**src/rtl/im_pkg.sv**
```systemverilog
`default_nettype none
// ============================================================================
// Module      : im_pkg
// Description : Shared types, constants and helpers for the memory-access
//               stage: access-size codes, FSM state type, byte-lane helpers.
// Revision    : 1.0 - initial release
// ============================================================================
package im_pkg;

    // Access-size encoding carried down the pipeline
    localparam logic [1:0] SZ_WORD = 2'b00;
    localparam logic [1:0] SZ_HALF = 2'b01;
    localparam logic [1:0] SZ_BYTE = 2'b10;
    localparam logic [1:0] SZ_RSVD = 2'b11;

    // Access controller states
    typedef enum logic [1:0] {
        IDLE = 2'd0,
        WAIT = 2'd1,
        DONE = 2'd2
    } state_e;

    // Big-endian byte enables: bit 3 is the lane at byte offset 0 (bits 31:24)
    function automatic logic [3:0] byte_enable(input logic [1:0] size,
                                               input logic [1:0] addr_lo);
        logic [3:0] be;
        be = 4'b0000;
        case (size)
            SZ_BYTE: be = 4'b1000 >> addr_lo;
            SZ_HALF: be = addr_lo[1] ? 4'b0011 : 4'b1100;
            SZ_WORD: be = 4'b1111;
            default: be = 4'b0000;
        endcase
        return be;
    endfunction

    // Replicate narrow store data across every lane it could land in
    function automatic logic [31:0] replicate_store(input logic [1:0]  size,
                                                    input logic [31:0] d);
        logic [31:0] r;
        r = d;
        case (size)
            SZ_BYTE: r = {4{d[7:0]}};
            SZ_HALF: r = {2{d[15:0]}};
            default: r = d;
        endcase
        return r;
    endfunction

endpackage : im_pkg
`default_nettype wire

```
**src/rtl/im_mem_if.sv**
```systemverilog
`default_nettype none
// ============================================================================
// Module      : im_mem_if
// Description : Request/ready data-memory port between the memory-access
//               stage (master) and the data memory (slave).
// Revision    : 1.0 - initial release
// ============================================================================
interface im_mem_if;
    logic        mem_req;
    logic        mem_we;
    logic [31:0] mem_addr;
    logic [31:0] mem_wdata;
    logic [3:0]  mem_be;
    logic [31:0] mem_rdata;
    logic        mem_ready;

    modport master (
        output mem_req,
        output mem_we,
        output mem_addr,
        output mem_wdata,
        output mem_be,
        input  mem_rdata,
        input  mem_ready
    );

    modport slave (
        input  mem_req,
        input  mem_we,
        input  mem_addr,
        input  mem_wdata,
        input  mem_be,
        output mem_rdata,
        output mem_ready
    );
endinterface : im_mem_if
`default_nettype wire

```
**src/rtl/im_lane_align.sv**
```systemverilog
`default_nettype none
// ============================================================================
// Module      : im_lane_align
// Description : Combinational load-data alignment. Moves the addressed byte or
//               halfword lane down to bit 0 and sign- or zero-extends it.
// Revision    : 1.0 - initial release
// ============================================================================
module im_lane_align
    import im_pkg::*;
(
    input  wire logic [31:0] rdata,
    input  wire logic [1:0]  addr_lo,
    input  wire logic [1:0]  size,
    input  wire logic        sign_ext,
    output logic      [31:0] result
);

    logic [7:0]  w_lane8;
    logic [15:0] w_lane16;

    // Select the addressed lane (big-endian: offset 0 is the top byte) and extend
    always_comb begin
        w_lane8  = 8'h00;
        w_lane16 = 16'h0000;
        result   = rdata;
        case (addr_lo)
            2'b00:   w_lane8 = rdata[31:24];
            2'b01:   w_lane8 = rdata[23:16];
            2'b10:   w_lane8 = rdata[15:8];
            default: w_lane8 = rdata[7:0];
        endcase
        w_lane16 = addr_lo[1] ? rdata[15:0] : rdata[31:16];
        case (size)
            SZ_BYTE: result = {{24{sign_ext & w_lane8[7]}}, w_lane8};
            SZ_HALF: result = {{16{sign_ext & w_lane16[15]}}, w_lane16};
            default: result = rdata;
        endcase
    end

endmodule : im_lane_align
`default_nettype wire

```
**src/rtl/im_mem_stage.sv**
```systemverilog
`default_nettype none
// ============================================================================
// Module      : im_mem_stage
// Description : Memory-access stage controller. Checks size/alignment of the
//               latched load/store, runs one request/ready transaction on the
//               data-memory port while stalling upstream, aborts on watchdog
//               expiry and returns aligned/extended load data.
// Revision    : 1.0 - initial release
// ============================================================================
module im_mem_stage
    import im_pkg::*;
#(
    parameter int TIMEOUT_CYCLES = 255
) (
    input  wire logic        clk,
    input  wire logic        rst_n,
    input  wire logic [31:0] O_in,
    input  wire logic [31:0] B_in,
    input  wire logic [31:0] wb_data_in,
    input  wire logic [1:0]  access_size_in,
    input  wire logic        rw_in,
    input  wire logic        res_data_sel_in,
    input  wire logic        memory_sign_extend_in,
    input  wire logic        wm_data_bypass_in,
    im_mem_if.master         mem,
    output logic      [31:0] data_out,
    output logic             stall_out,
    output logic             exc_misaligned,
    output logic             bus_error
);

    // Last WAIT count before the watchdog aborts the access
    localparam logic [7:0] TO_LAST = 8'(TIMEOUT_CYCLES - 1);

    state_e      state_q,  state_d;
    logic [31:0] addr_q,   addr_d;
    logic [1:0]  size_q,   size_d;
    logic        rw_q,     rw_d;
    logic        sext_q,   sext_d;
    logic [31:0] wdata_q,  wdata_d;
    logic [31:0] rdata_q,  rdata_d;
    logic [7:0]  cnt_q,    cnt_d;
    logic        err_q,    err_d;

    logic        w_mem_op;
    logic        w_misaligned;
    logic        w_aligned_op;
    logic [31:0] w_load_result;

    // Classify the instruction currently held in the IX/IM register
    always_comb begin
        w_mem_op     = rw_in | res_data_sel_in;
        w_misaligned = 1'b0;
        case (access_size_in)
            SZ_WORD: w_misaligned = (O_in[1:0] != 2'b00);
            SZ_HALF: w_misaligned = O_in[0];
            SZ_BYTE: w_misaligned = 1'b0;
            default: w_misaligned = 1'b1;
        endcase
        w_misaligned = w_mem_op & w_misaligned;
        w_aligned_op = w_mem_op & ~w_misaligned;
    end

    // Next-state, capture and watchdog logic
    always_comb begin
        state_d = state_q;
        addr_d  = addr_q;
        size_d  = size_q;
        rw_d    = rw_q;
        sext_d  = sext_q;
        wdata_d = wdata_q;
        rdata_d = rdata_q;
        cnt_d   = cnt_q;
        err_d   = err_q;
        case (state_q)
            IDLE: begin
                cnt_d = 8'd0;
                err_d = 1'b0;
                if (w_aligned_op) begin
                    state_d = WAIT;
                    addr_d  = O_in;
                    size_d  = access_size_in;
                    rw_d    = rw_in;
                    sext_d  = memory_sign_extend_in;
                    wdata_d = replicate_store(access_size_in,
                                  wm_data_bypass_in ? wb_data_in : B_in);
                end
            end
            WAIT: begin
                // A completion on the same edge as expiry still counts as success
                if (mem.mem_ready) begin
                    state_d = DONE;
                    rdata_d = mem.mem_rdata;
                    err_d   = 1'b0;
                end else if (cnt_q == TO_LAST) begin
                    state_d = DONE;
                    rdata_d = 32'h0000_0000;
                    err_d   = 1'b1;
                end else begin
                    cnt_d = cnt_q + 8'd1;
                end
            end
            DONE: begin
                state_d = IDLE;
            end
            default: begin
                state_d = IDLE;
            end
        endcase
    end

    // State and capture registers; async reset abandons any outstanding access
    always_ff @(posedge clk or negedge rst_n) begin
        if (!rst_n) begin
            state_q <= IDLE;
            addr_q  <= 32'h0000_0000;
            size_q  <= SZ_WORD;
            rw_q    <= 1'b0;
            sext_q  <= 1'b0;
            wdata_q <= 32'h0000_0000;
            rdata_q <= 32'h0000_0000;
            cnt_q   <= 8'd0;
            err_q   <= 1'b0;
        end else begin
            state_q <= state_d;
            addr_q  <= addr_d;
            size_q  <= size_d;
            rw_q    <= rw_d;
            sext_q  <= sext_d;
            wdata_q <= wdata_d;
            rdata_q <= rdata_d;
            cnt_q   <= cnt_d;
            err_q   <= err_d;
        end
    end

    im_lane_align u_lane_align (
        .rdata    (rdata_q),
        .addr_lo  (addr_q[1:0]),
        .size     (size_q),
        .sign_ext (sext_q),
        .result   (w_load_result)
    );

    // Memory port is driven only from captured state; strobes qualified by req
    always_comb begin
        mem.mem_req   = (state_q == WAIT);
        mem.mem_we    = (state_q == WAIT) & rw_q;
        mem.mem_addr  = {addr_q[31:2], 2'b00};
        mem.mem_wdata = wdata_q;
        mem.mem_be    = (state_q == WAIT) ? byte_enable(size_q, addr_q[1:0]) : 4'b0000;
    end

    // Result, stall and exception outputs toward the pipeline
    always_comb begin
        stall_out      = rst_n & w_aligned_op & (state_q != DONE);
        exc_misaligned = w_misaligned;
        bus_error      = (state_q == DONE) & err_q;
        if (state_q == DONE) begin
            data_out = rw_q ? 32'h0000_0000 : w_load_result;
        end else if (w_mem_op) begin
            data_out = 32'h0000_0000;
        end else begin
            data_out = O_in;
        end
    end

endmodule : im_mem_stage
`default_nettype wire
```
**src/flat_wrapper.sv**
```systemverilog
// flat-port wrapper written by rule: the top's interface ports become plain ports
module im_mem_stage_flat import im_pkg::*;
#(
    parameter int TIMEOUT_CYCLES = 255
)
  (clk, rst_n, O_in, B_in, wb_data_in, access_size_in, rw_in, res_data_sel_in, memory_sign_extend_in, wm_data_bypass_in, data_out, stall_out, exc_misaligned, bus_error, mem_mem_req, mem_mem_we, mem_mem_addr, mem_mem_wdata, mem_mem_be, mem_mem_rdata, mem_mem_ready);
  im_mem_if mem_i ();
  input  wire logic clk;
  input  wire logic rst_n;
  input  wire logic [31:0] O_in;
  input  wire logic [31:0] B_in;
  input  wire logic [31:0] wb_data_in;
  input  wire logic [1:0] access_size_in;
  input  wire logic rw_in;
  input  wire logic res_data_sel_in;
  input  wire logic memory_sign_extend_in;
  input  wire logic wm_data_bypass_in;
  output logic      [31:0] data_out;
  output logic stall_out;
  output logic exc_misaligned;
  output logic bus_error;
  output wire logic [$bits(mem_i.mem_req)-1:0] mem_mem_req;
  output wire logic [$bits(mem_i.mem_we)-1:0] mem_mem_we;
  output wire logic [$bits(mem_i.mem_addr)-1:0] mem_mem_addr;
  output wire logic [$bits(mem_i.mem_wdata)-1:0] mem_mem_wdata;
  output wire logic [$bits(mem_i.mem_be)-1:0] mem_mem_be;
  input wire logic [$bits(mem_i.mem_rdata)-1:0] mem_mem_rdata;
  input wire logic [$bits(mem_i.mem_ready)-1:0] mem_mem_ready;
  assign mem_mem_req = mem_i.mem_req;
  assign mem_mem_we = mem_i.mem_we;
  assign mem_mem_addr = mem_i.mem_addr;
  assign mem_mem_wdata = mem_i.mem_wdata;
  assign mem_mem_be = mem_i.mem_be;
  assign mem_i.mem_rdata = mem_mem_rdata;
  assign mem_i.mem_ready = mem_mem_ready;
  im_mem_stage #(.TIMEOUT_CYCLES(TIMEOUT_CYCLES)) u_core (.clk(clk), .rst_n(rst_n), .O_in(O_in), .B_in(B_in), .wb_data_in(wb_data_in), .access_size_in(access_size_in), .rw_in(rw_in), .res_data_sel_in(res_data_sel_in), .memory_sign_extend_in(memory_sign_extend_in), .wm_data_bypass_in(wm_data_bypass_in), .mem(mem_i), .data_out(data_out), .stall_out(stall_out), .exc_misaligned(exc_misaligned), .bus_error(bus_error));
endmodule
```
**config.mk**
```make
export PLATFORM = sky130hd
export DESIGN_NAME = im_mem_stage_flat
export DESIGN_NICKNAME = d
export VERILOG_FILES = /design/src/rtl/im_pkg.sv /design/src/rtl/im_mem_if.sv /design/src/rtl/im_lane_align.sv /design/src/rtl/im_mem_stage.sv /design/src/flat_wrapper.sv
export SDC_FILE = /design/constraint.sdc
export NUM_CORES = 1
export LEC_CHECK = 0
export CAP_MARGIN = 20
export CORE_ASPECT_RATIO = 0.9
export CORE_MARGIN = 2
export CORE_UTILIZATION = 44
export DETAILED_ROUTE_END_ITERATION = 16
export PLACE_DENSITY = 0.86
export SLEW_MARGIN = 20
export SYNTH_ARGS = -nofsm -noshare
export SYNTH_HDL_FRONTEND = slang
export SYNTH_SLANG_ARGS = --single-unit
```
**constraint.sdc**
```tcl
create_clock -name clk -period 2.5 [get_ports clk]
set_clock_uncertainty 0.15 [all_clocks]
set_input_delay 0.25 -clock clk [delete_from_list [all_inputs] [get_ports clk]]
set_output_delay 0.25 -clock clk [all_outputs]
set_load 0.02 [all_outputs]
```
## Word-level counts from Yosys, hierarchy flattened

Index checks and enable logic that the tools add are counted.
W data, S select, Z words.

- Memory bits (writable): 0
- Memories kept: 0
- Logic and storage cells: 71
- Latch bits: 0
- Bits in registers: 111
- Bits of input ports: 137
- Memory bits (read-only): 0

- Mux-type cells: 24
- $lt $le $gt $ge: 0
- Div/mod/pow operators: 0
- Reductions and logical operators: 12
- Eq/ne operators: 14
- Shift-type cells: 1
- Add/subtract/negate cells: 1
- Bitwise logic cells: 10
- $mul: 0

Operator list:

| cell | count |
|---|---|
| $mux W32 | 6 |
| $pmux W32 S2 | 2 |
| $pmux W8 S3 | 1 |
| $mux W16 | 1 |
| $mux W8 | 2 |
| $pmux W8 S2 | 1 |
| $pmux W4 S3 | 1 |
| $add A8 B1 Y8 const B | 1 |
| $and A1 B1 Y1 | 8 |
| $eq A2 B1 Y1 const B | 4 |
| $eq A2 B2 Y1 const B | 4 |
| $eq A8 B8 Y1 const B | 1 |
| $logic_not A2 Y1 | 4 |
| $mux W4 | 2 |
| $reduce_and A2 Y1 | 4 |
| $mux W2 | 3 |
| $ne A2 B2 Y1 const B | 3 |
| $reduce_bool A2 Y1 | 3 |
| $pmux W2 S2 | 1 |
| $shr A4 B2 Y4 const A | 1 |
| $ne A3 B1 Y1 const B | 1 |
| $pmux W1 S3 | 1 |
| $reduce_and A3 Y1 | 1 |
| $mux W1 | 2 |
| 4 further kinds | 4 |

## Longest topological paths before layout

- Word-level depth: 7
- Mapped depth: 8
- Gate-level depth less buffers: 6

## Modules after synthesis

A second synthesis with hierarchy kept.

- Cell total of the unflattened synthesis: 630
- Area, all modules: 6248.5 um^2

By module, submodules not included:

| module | area an instance (um^2) | cells each | instances |
|---|---|---|---|
| im_mem_stage | 5535.3 | 515 | 1 |
| im_lane_align | 713.2 | 115 | 1 |

## Worst setup path before layout

No wires, ideal clock.

- Path kind: register to output
- Start point: register u_core.size_q[0]
- End point: output port data_out[21]
- Data required time: 2100 ps
- Slack: 408 ps
- Cell stages (with the launch flop): 8
- Buffers on the path: 1
- Arrival: 1692 ps
- Path through: dfrtp_1 > inv_1 > ha_1 > nand2b_1 > o22ai_4 > o2111a_2 > buf_6 > a221o_1

- Longest elaborated chain between the ends: 4
- Elaborated cells between the ends (all ways): 5

Ends and longest elaborated chain:

| element | line | source |
|---|---|---|
| from (decl) | im_mem_stage.sv:37 | `logic [1:0] size_q, size_d;` |
| from (signal assigned) | im_mem_stage.sv:127 | `size_q <= size_d;` |
| $eq A2 B1 Y1 or $eq A2 B2 Y1 (tied branches) | im_lane_align.sv:33 | `case (size)` |
| $pmux W32 S2 * | im_lane_align.sv:33 |  |
| $mux W32 * | im_mem_stage.sv:160 | `data_out = rw_q ? 32'h0000_0000 : w_load_result;` |
| $mux W32 * | im_mem_stage.sv:159 | `if (state_q == DONE) begin` |
| to (decl) | flat_wrapper.sv:18 | `output logic [31:0] data_out;` |

Every way passes the cells marked *; elsewhere a longest branch is shown, timed or not.

## Final worst setup path

- Start point: register u_core.addr_q[0]
- End point: output port data_out[29]

- Longest elaborated chain between the ends: 6
- Elaborated cells between the ends (all ways): 8

Ends and longest elaborated chain:

| element | line | source |
|---|---|---|
| from (decl) | im_mem_stage.sv:36 | `logic [31:0] addr_q, addr_d;` |
| from (signal assigned) | im_mem_stage.sv:126 | `addr_q <= addr_d;` |
| $eq A2 B2 Y1, or another cell as far along | im_lane_align.sv:26 | `case (addr_lo)` |
| $pmux W8 S3 * | im_lane_align.sv:26 |  |
| $and A1 B1 Y1 * | im_lane_align.sv:34 | `SZ_BYTE: result = {{24{sign_ext & w_lane8[7]}}, w_lane8};` |
| $pmux W32 S2 * | im_lane_align.sv:33 |  |
| $mux W32 * | im_mem_stage.sv:160 |  |
| $mux W32 * | im_mem_stage.sv:159 |  |

Marked as above.

==> impl_metrics.json <==
{
  "status": "complete, but fails checks",
  "violations": "setup timing",
  "vias": 5693,
  "clk_pin_slew_ns": 0.07,
  "yosys.cell_types.count": 45,
  "cp_data_required_time_ns": 2.10,
  "min_path_cells": 2,
  "core-area_um2": 13400,
  "globalRouteTotalUtil": 0.267,
  "drc": 0,
  "timing.rr.end": "u_core.mem.mem_wdata[14]$_DFFE_PN0P_",
  "initial_core_util": 0.452,
  "netlist_top_cells_count": "dfrtp_1, o21ai_0, nand2_1",
  "synth_edf_count": 0,
  "yosysWarnings": 0,
  "synth_top_area_cell": "dfrtp_1",
  "worst_r2r_path_depth": 6,
  "tightest_slew_ns": 0.882,
  "p_switching_mw": 3.86,
  "period_needed_ns": 2.50,
  "synth_cells": 595,
  "drt-initial-drc-count": 583,
  "clockBufferDepth": 2,
  "pwr-share-seq": 0.342,
  "fp.dieH_um": 115,
  "clock-sinks": 111,
  "drv_slew": 0,
  "clkPwrFrac": 0.140,
  "nNetsFinal": 964,
  "rows": 40,
  "period_share": 1.00,
  "critPathLaunch": "u_core.addr_q[0]$_DFFE_PN0P_",
  "netlist.area_leader.share": 0.458,
  "ir_drop_mv": 0.670,
  "wl_per_cell_um": 20.3,
  "final_cells": 989,
  "cts_buffers": 9,
  "reg2reg_slack_ns": 0.49,
  "dp.cells": 968,
  "critPathMaxFanout": 16,
  "power.density_nw_per_um2": 1080,
  "clk_latency_ns": 0.35,
  "gp_congestion": 0.897,
  "rsz0062_at_grt": "true",
  "dr.pass1.iters": 5,
  "h-tree-depth": 3,
  "fin_ws_ns": -0.00304,
  "internal_power_mw": 5.79,
  "arrival_ns": 2.10,
  "dieArea_um2": 14700,
  "area_growth_pct": 47.0,
  "diodes": 0,
  "antenna_found_initial": 0,
  "hold_viol": 0,
  "combinationalPowerShare": 0.517,
  "dp_slack_ns": -0.155,
  "grt_max_degree": 70,
  "ios": 242,
  "netSwitchingFraction": 0.400,
  "crit_type": "reg -> out",
  "ys_seq_area_frac": 0.458,
  "grt_pass1_vias": 5715,
  "synth_area_um2": 6060,
  "drv_cap": 0,
  "hpwl_mm": 14.9,
  "yosys.cell_count.top_type": "dfrtp_1",
  "layout-drive-gt1-share": 0.184,
  "synthFlopType": "dfrtp_1",
  "die_w_um": 128,
  "critical_path.endpoint_type": "output pin",
  "viasPerCell": 5.76,
  "min_to": "u_core.mem.mem_wdata[5]$_DFFE_PN0P_",
  "synthTopCellsByArea": "dfrtp_1, mux2i_1, mux2_2, o21ai_0, a22o_1",
  "wirelength_mm": 20.0,
  "holdCritStartpoint": "u_core.mem.mem_wdata[5]$_DFFE_PN0P_",
  "overflow": 0,
  "syn_avg_cell_area_um2": 10.2,
  "detail-route-antenna-nets": 0,
  "relSlewSlack": 0.412,
  "p_leak_nw": 3.97,
  "synthArstFlopShare": 1.00,
  "min_path_type": "reg -> reg",
  "setup_viol": 1,
  "port_buffers": 239,
  "cts-root-buf": "clkbuf_16",
  "cp-start-kind": "flop",
  "ys_ff_latch": 111,
  "grt_pass1_wl_mm": 30.2,
  "worstReg2RegStart": "u_core.state_q[0]$_DFFE_PN0P_",
  "tritoncts": "done",
  "max_freq_mhz": 400
}
-- cell type report --
type                            count  area (um2)
Inverter                           18        67.6
Clock inverter                      3        20.0
Sequential cell                   111        2780
Tap cell                          168         210
Clock buffer                       12         246
Fill cell                        1024        4500
Multi-Input combinational cell    396        2900
Timing Repair Buffer              281        2690
-- cell usage in the layout, fill, tap and decap left out, types with 8 or more instances in the layout --
cell and instances:
and3_1 8, mux2i_1 41, buf_4 36, o22ai_1 8, o22a_1 8, a21oi_1 13
a221o_1 23, buf_2 23, mux2_2 34, nor2_1 43, nand2_1 55, inv_1 15
dfrtp_1 109, a22o_1 32, clkbuf_16 9, clkdlybuf4s50_1 199, o21ai_0 61
-- worst max-delay path by stage --
stage,slack [ns],depth (start not counted),to
2_1_floorplan,0.41,7,data_out[21]
3_3_place_gp,-0.06,7,data_out[23]
3_5_place_dp,-0.16,7,data_out[24]
4_1_cts,0.002,9,exc_misaligned
5_1_grt,-0.06,8,data_out[24]
6_report,-0.003,6,data_out[29]
-- registers in the layout, indices dropped and copies added (netlist names) --
register              cells
u_core.addr_q            32
u_core.cnt_q              8
u_core.err_q              1
u_core.mem.mem_wdata     32
u_core.rdata_q           32
u_core.rw_q               1
u_core.sext_q             1
u_core.size_q             2
u_core.state_q            2
-- critical path: stages (launching register included) --
cell and delay, ns:
dfrtp_2 0.45, mux2i_4 0.29, o22ai_4 0.10, o2111a_2 0.29, buf_12 0.16, a221o_1 0.28
buf_2 0.17
-- stage by stage --
step / power (mW) / area (um2) / hold slack (ns) / util / TNS, ns
after global placement: 7.86 / 8590 / 0.302 / 0.640 / -0.776
after CTS: 9.42 / 8810 / 0.334 / 0.657 / 0
after detailed placement: 8.01 / 8590 / 0.312 / 0.640 / -2.95
after global routing: 10.1 / 8910 / 0.341 / 0.665 / -0.950
final: 9.65 / 8910 / 0.335 / 0.665 / -0.00304
after floorplan: 6.04 / 6070 / -0.196 / - / 0
-- power groups by stage --
stage | sequential [mW] | combinational [mW] | clock (mW)
2_1_floorplan | 3.37 | 2.67 | 0
3_3_place_gp | 3.22 | 4.64 | 0
3_5_place_dp | 3.25 | 4.75 | 0
4_1_cts | 3.24 | 4.80 | 1.38
5_1_grt | 3.38 | 5.33 | 1.44
6_report | 3.30 | 4.99 | 1.36
-- routing by layer --
metal  GRT usage  vias up  share of wire
met5           0        -              0
met4      0.0857        0          0.030
met3      0.0921       43          0.095
met2       0.453      319           0.49
met1       0.320     2768           0.38
li1            -     2563              -
-- what timing repair did --
| item | CTS | global route |
|---|---|---|
| hold buffers | 1 | 0 |
| buffers inserted | 2 | 3 |
| endpoints found under the hold margin | 42 | 0 |
| gates resized for setup | 146 | 35 |
| setup endpoints to repair | 37 | 33 |
| pin swaps | 1 | 8 |
-- logic make-up (layout without fill, tap and decap cells) --
logic type                 Yosys count  count (layout)  share of synthesized area
and+or+nand+nor                    132             132                     0.0953
muxes                               77              77                      0.134
xor gates and xnor gates             2               2                    0.00289
buffers and inverters               89             314                     0.0838
DFF                                111             111                      0.458
AOI/OAI and AO/OA                  173             173                      0.205
adders and majority gates           10              10                     0.0206
other                                1               2                   0.000618
Note: power is estimated with default switching activity, not from simulation.
